$ cat config.mk
export PLATFORM = sky130hd
export DESIGN_NAME = elastic_pipeline_sv
export DESIGN_NICKNAME = d
export VERILOG_FILES = /design/src/rtl/elastic_pipeline_sv.sv
export SDC_FILE = /design/constraint.sdc
export NUM_CORES = 1
export LEC_CHECK = 0
export BUFFER_PORTS_ARGS = -buffer_cell sky130_fd_sc_hd__buf_4
export CAP_MARGIN = 20
export CORE_MARGIN = 3
export CORE_UTILIZATION = 45
export CTS_CLUSTER_DIAMETER = 120
export CTS_CLUSTER_SIZE = 30
export DETAILED_ROUTE_END_ITERATION = 10
export PLACE_DENSITY_LB_ADDON = 0.2
export SYNTH_ARGS = -nofsm -noshare
export SYNTH_HDL_FRONTEND = slang
export SYNTH_SLANG_ARGS = --single-unit
$ cat constraint.sdc
create_clock -name Clock -period 1.9 [get_ports Clock]
set_clock_uncertainty 0.2 [all_clocks]
set_input_delay 0.38 -clock Clock [delete_from_list [all_inputs] [get_ports Clock]]
set_output_delay 0.38 -clock Clock [all_outputs]
set_load 0.03 [all_outputs]
$ cat src/rtl/elastic_pipeline_sv.sv
// elastic_pipeline_sv
//   Valid/ready pipeline built from STAGES register slices. Each slice is a
//   2-entry skid buffer (main register M plus skid register S). Every ready
//   is decoded from state flops, so no combinational ready path crosses a
//   slice. The pipeline holds at most 2*STAGES words, keeps strict FIFO order
//   and sustains one word per cycle while Out_ready stays high.
//
// Parameters
//   WORD_LENGTH  payload width (>0)
//   STAGES       number of skid-buffer slices (>=1)
//   COUNT_WIDTH  width of Count, derived from STAGES (not overridable)
//
// Ports
//   Clock      in   rising-edge system clock
//   Reset      in   asynchronous reset, active low
//   In_valid   in   upstream word valid
//   In_ready   out  slice 0 can accept (held low while Reset is asserted)
//   In_data    in   upstream payload
//   Out_valid  out  last slice holds a word
//   Out_ready  in   downstream accepts
//   Out_data   out  main register of the last slice (holds when Out_valid=0)
//   Count      out  words held across all slices, 0..2*STAGES
//   Flush      in   synchronous active-high flush; present only when
//                   ELASTIC_PIPELINE_FLUSH_EN is defined
module elastic_pipeline_sv #(
  parameter int WORD_LENGTH = 8,
  parameter int STAGES      = 2,
  localparam int COUNT_WIDTH = $clog2(2 * STAGES + 1)
) (
  input  logic                   Clock,
  input  logic                   Reset,
  input  logic                   In_valid,
  output logic                   In_ready,
  input  logic [WORD_LENGTH-1:0] In_data,
  output logic                   Out_valid,
  input  logic                   Out_ready,
  output logic [WORD_LENGTH-1:0] Out_data,
  output logic [COUNT_WIDTH-1:0] Count
`ifdef ELASTIC_PIPELINE_FLUSH_EN
  ,
  input  logic                   Flush
`endif
);

  if (WORD_LENGTH <= 0) begin : g_bad_word_length
    $error("elastic_pipeline_sv: WORD_LENGTH must be > 0");
  end
  if (STAGES < 1) begin : g_bad_stages
    $error("elastic_pipeline_sv: STAGES must be >= 1");
  end

  // Encoding equals the number of words held, so Count is a plain sum.
  typedef enum logic [1:0] {
    EMPTY = 2'd0,
    BUSY  = 2'd1,
    FULL  = 2'd2
  } state_t;

  state_t                 state [STAGES];
  logic [WORD_LENGTH-1:0] m     [STAGES];
  logic [WORD_LENGTH-1:0] s     [STAGES];
  logic [WORD_LENGTH-1:0] up_d  [STAGES];
  logic [STAGES-1:0]      up_v;
  logic [STAGES-1:0]      dn_r;
  logic [STAGES-1:0]      in_fire;
  logic [STAGES-1:0]      out_fire;
  logic                   armed;
  logic [COUNT_WIDTH-1:0] occ;

  // Neighbour signals are taken straight from the neighbour's state flops
  // rather than from each other, which keeps every ready path one flop deep.
  always_comb begin
    up_v[0] = In_valid & armed;
    up_d[0] = In_data;
    for (int unsigned k = 1; k < STAGES; k++) begin
      up_v[k] = (state[k-1] != EMPTY);
      up_d[k] = m[k-1];
    end
    dn_r[STAGES-1] = Out_ready;
    for (int unsigned k = 0; k + 1 < STAGES; k++) begin
      dn_r[k] = (state[k+1] != FULL);
    end
    for (int unsigned k = 0; k < STAGES; k++) begin
      in_fire[k]  = up_v[k] & (state[k] != FULL);
      out_fire[k] = (state[k] != EMPTY) & dn_r[k];
    end
  end

  always_comb begin
    occ = '0;
    for (int unsigned k = 0; k < STAGES; k++) begin
      occ = occ + COUNT_WIDTH'(state[k]);
    end
  end

  // armed keeps In_ready low during reset and for the edge that releases it.
  always_ff @(posedge Clock or negedge Reset) begin
    if (!Reset) begin
      armed <= 1'b0;
      for (int unsigned k = 0; k < STAGES; k++) begin
        state[k] <= EMPTY;
        m[k]     <= '0;
        s[k]     <= '0;
      end
    end else begin
      armed <= 1'b1;
`ifdef ELASTIC_PIPELINE_FLUSH_EN
      if (Flush) begin
        for (int unsigned k = 0; k < STAGES; k++) begin
          state[k] <= EMPTY;
        end
      end else
`endif
      begin
        for (int unsigned k = 0; k < STAGES; k++) begin
          case (state[k])
            EMPTY: begin
              if (in_fire[k]) begin
                state[k] <= BUSY;
                m[k]     <= up_d[k];
              end
            end
            BUSY: begin
              if (in_fire[k] && out_fire[k]) begin
                m[k] <= up_d[k];
              end else if (in_fire[k]) begin
                state[k] <= FULL;
                s[k]     <= up_d[k];
              end else if (out_fire[k]) begin
                state[k] <= EMPTY;
              end
            end
            FULL: begin
              if (out_fire[k]) begin
                state[k] <= BUSY;
                m[k]     <= s[k];
              end
            end
            default: state[k] <= state[k];
          endcase
        end
      end
    end
  end

  assign In_ready  = armed & (state[0] != FULL);
  assign Out_valid = (state[STAGES-1] != EMPTY);
  assign Out_data  = m[STAGES-1];
  assign Count     = occ;

endmodule

### Word-level counts from Yosys, hierarchy flattened

Index checks and enable logic that the tools add are counted.
W data, S select, Z words.

* equal/unequal tests: 16
* bitwise logic cells: 7
* muxes and demuxes: 19
* $add $sub $neg: 1
* reduce and logical (&&, ||, !) cells: 14

Operator list (count)
* $mux W8: 6
* $pmux W8 S3: 2
* $ne A2 B2 Y1 const B: 10
* $mux W2: 9
* $pmux W2 S3: 2
* $reduce_and A5 Y1: 2
* $reduce_and A4 Y1: 2
* $ne A3 B3 Y1 const B: 2
* $reduce_and A3 Y1: 2
* $reduce_bool A3 Y1: 2
* $and A1 B1 Y1: 5
* $eq A2 B1 Y1 const B: 2
* $eq A2 B2 Y1 const B: 2
* $logic_not A2 Y1: 2
* $reduce_bool A2 Y1: 2
* $add A2 B2 Y3: 1
* $logic_and A1 B1 Y1: 2
* $not A1 Y1: 2

* register bits after elaboration: 37
* bits of input ports: 12
* output and inout port bits: 13

### Logic depth before layout (Yosys ltp)

* depth in word-level cells: 6
* mapped depth: 6
* depth with buffers taken out: 4

### Least setup slack after synthesis

OpenSTA, ideal clock, no wires.

* path kind: register -> output
* start: register state[0] in the netlist's numbering
* end: output port Count[1]
* stages on the path, launching flop included: 5
* path slack: 56 ps
* arrival: 1264 ps
* path buffers: 0
* path through: dfrtp_1 -> ha_1 -> inv_1 -> fa_1 -> inv_1

* cells in the longest elaborated chain, start to end: 1

RTL lines
* start: declaration: line 59 `state_t state [STAGES];`
* start signal: indexed assignment: line 139 `default: state[k] <= state[k];`
* $add A2 B2 Y3: line 92 `occ = occ + COUNT_WIDTH'(state[k]);`
* end: declaration: line 38 `output logic [COUNT_WIDTH-1:0] Count`

Every way passes these cells.

### Worst setup path after layout

* start: register state[2] in the netlist's numbering
* end: output port Count[1]

Same word-level chain as after synthesis.

==> summary.txt <==
status = complete, but fails checks
failing checks = negative setup slack
RSZ-0062 raised after global routing = true
syn_area_per_cell = 11.7 sq um
Synth area leader = dfrtp_1
crit-path leading delay family = adder cells
DRT Wirelength = 3.26 mm
sequential area share after synthesis = 51.5%
Seq. cell area = 927 sq um
Hold Path Class = in -> reg
worst hold margin = 0.130 ns
via/cell ratio = 5.03
WP depth = 5
setup violators final = 6
post-route ant nets = 0
reg2reg start = state[2]
Final Hold Viols = 0
first-pass GRT wire length = 5.44 mm
TritonCTS clock tree = done
total CTS buffers = 5
min-delay src = In_data[0]
Critical-path top delay cell = fa_1
grt total ovfl = 0
clock-pin slew on the worst setup and hold paths = 0.07 ns
Routed WL per cell = 13.8 um
worst setup margin = -0.232 ns
fillers = 300
Max VDD drop = 0.000609 V
worst setup path category = reg -> out
Ports = 25
count of pins over their slew limit = 0
Max Fanout on Critical Path = 3
Reg-to-Reg End = m[9]
most frequent cells in the layout = dfrtp_1, buf_4, mux2_2
commonest non-fill, non-tap cell in the layout = dfrtp_1
share of layout cells above drive strength 1 = 51.9%
Cells after Synth = 154
clock buffer depth = 2
die area = 4790 sq um
Netlist Area Pre-Place = 1800 sq um
CP endpoint = Count[1]
vias in the first global route = 1141
Period minus WS final = 2.13 ns
area fraction of the dominant cell type after synthesis = 51.5%
Initial Util = 48.0%
CP startpoint kind = flip-flop
clock sink count = 37
GRT Util Overall = 14.4%
routability cong. = 0.746
LEAKAGE = 0.00110 uW
WP data required = 1.32 ns
Synth area leaders = dfrtp_1, mux2_2, buf_4, nand2_1, a31oi_1
Initial DRT Pass Iterations = 5
synth unique cells = 28
number of synthesized register bits = 37
routed via count = 1193
Die Width = 69.2 um
Final nets = 203
number of max-cap violations = 0
core area = 3740 sq um
H-tree depth = 2
Synth warnings = 0
number of diodes = 0
First DRT Iteration DRCs = 42
pwr/cell area = 1190 nW/um^2
clk_lat worst skew = 0.29 ns
worst setup path startpoint = state[2]
CP Cell Sequence = ha_2 -> inv_2 -> fa_1 -> inv_1 -> buf_6
Tcrit/Tclk final = 112%
Layout area overhead = 29.9%
Largest stage delay, worst path = 0.47 ns
Core Rows = 22
initial antenna violation count = 0
largest net degree at the start of global routing = 38
setup TNS = -0.573 ns
CTS Root Cell = clkbuf_8
Worst R2R Path Depth = 7
Peak Freq = 0.469 GHz
Die Ht = 69.2 um
number of port buffers = 24
DP Wirelength = 2.13 mm
Arr. time, crit path = 1.55 ns
Slew @ Worst Pin = 0.523 ns
CP Capture Type = output port
Max-slew headroom = 65.0%
reg-to-reg slack, setup = -0.01 ns
worst path buffer plus inverter count = 3
footprint of the multi-input gates = 833 sq um
Mapped Nets = 168
# DRC = 0
[synthesized netlist by cell type]
cell type and count:
dfrtp_1 37, mux2_2 32, nand2_1 19, nor2_1 11
buf_4 10, a31oi_1 8, inv_1 6, o21ai_0 6
nor2b_1 3, a21oi_1 2, and2b_1 2, buf_2 2
a21boi_0 1, a32oi_4 1, buf_6 1, clkbuf_1 1
conb_1 1, fa_1 1, ha_1 1, nand2b_1 1
nand3b_1 1, nand4_1 1, nor2_2 1, nor2_4 1
o21bai_1 1, o22a_1 1, o31ai_4 1, or2_2 1
[through the flow]
step	util (%)	setup slack [ns]	total power, uW	std cells	area (sq um)
after floorplan	-	0.0557	1750	154	1800
after global placement	53.6	0.0845	1960	221	2010
after detailed placement	53.6	0.0465	1980	221	2010
after CTS	57.6	-0.201	2580	232	2160
after global routing	62.4	-0.279	2940	237	2340
final	62.4	-0.232	2780	237	2340
[repair_timing]
action	4_1_cts	5_1_grt
setup buffers	3	4
endpoints found under the hold margin	37	0
gates resized for setup	10	30
pin swaps	0	3
cloned	0	1
hold buffers	1	0
endpoints found under the setup margin	4	36
[worst min-delay path by stage]
stage	cells after the start	slack [ns]	to
final	2	0.13	s[8]
after global routing	2	0.12	s[8]
after CTS	2	0.13	s[11]
after detailed placement	1	0.17	s[15]
after global placement	1	0.16	s[15]
after floorplan	0	-0.12	Out_data[0]
[layer usage]
layer / up-vias / part of all wire, % / track usage [%] / wire length, um
met1: 578 / 42 / 18.7 / 1380
li1: 580 / - / - / -
met2: 30 / 50 / 21.7 / 1640
met4: 0 / 1.6 / 5.86 / 53
met5: - / 0 / 0 / 0
met3: 5 / 5.6 / 5.22 / 184
[kinds of logic (layout without fill, tap and decap cells)]
| logic type | Yosys count | in the layout | synth area share (%) |
|---|---|---|---|
| other | 1 | 1 | 0.209 |
| DFF | 37 | 37 | 51.5 |
| buffers and inverters | 20 | 55 | 6.82 |
| muxes | 32 | 32 | 20.0 |
| and+or+nand+nor | 41 | 41 | 10.6 |
| AOI/OAI and AO/OA | 21 | 21 | 9.05 |
| adders and majority gates | 2 | 2 | 1.81 |
[sequential cells by signal, summed over array words and instances, names as in the netlist]
register	count
s	16
state	4
m	8
Out_data	8
armed	1
[report_power, final]
part	internal [uW]	switching [uW]	total [uW]
Clock	288	260	547
Combinational	576	675	1250
Sequential	899	82.1	981
Total	1760	1020	2780
[cell type report]
type | instances | share of cell area (%)
multi-input cells | 97 | 35.7
flip-flops and latches | 37 | 39.7
clock buffers | 7 | 3.70
inverters | 6 | 0.964
repair buffers | 42 | 17.4
well taps | 48 | 2.57
No activity file was read; power rests on OpenSTA's default activity.
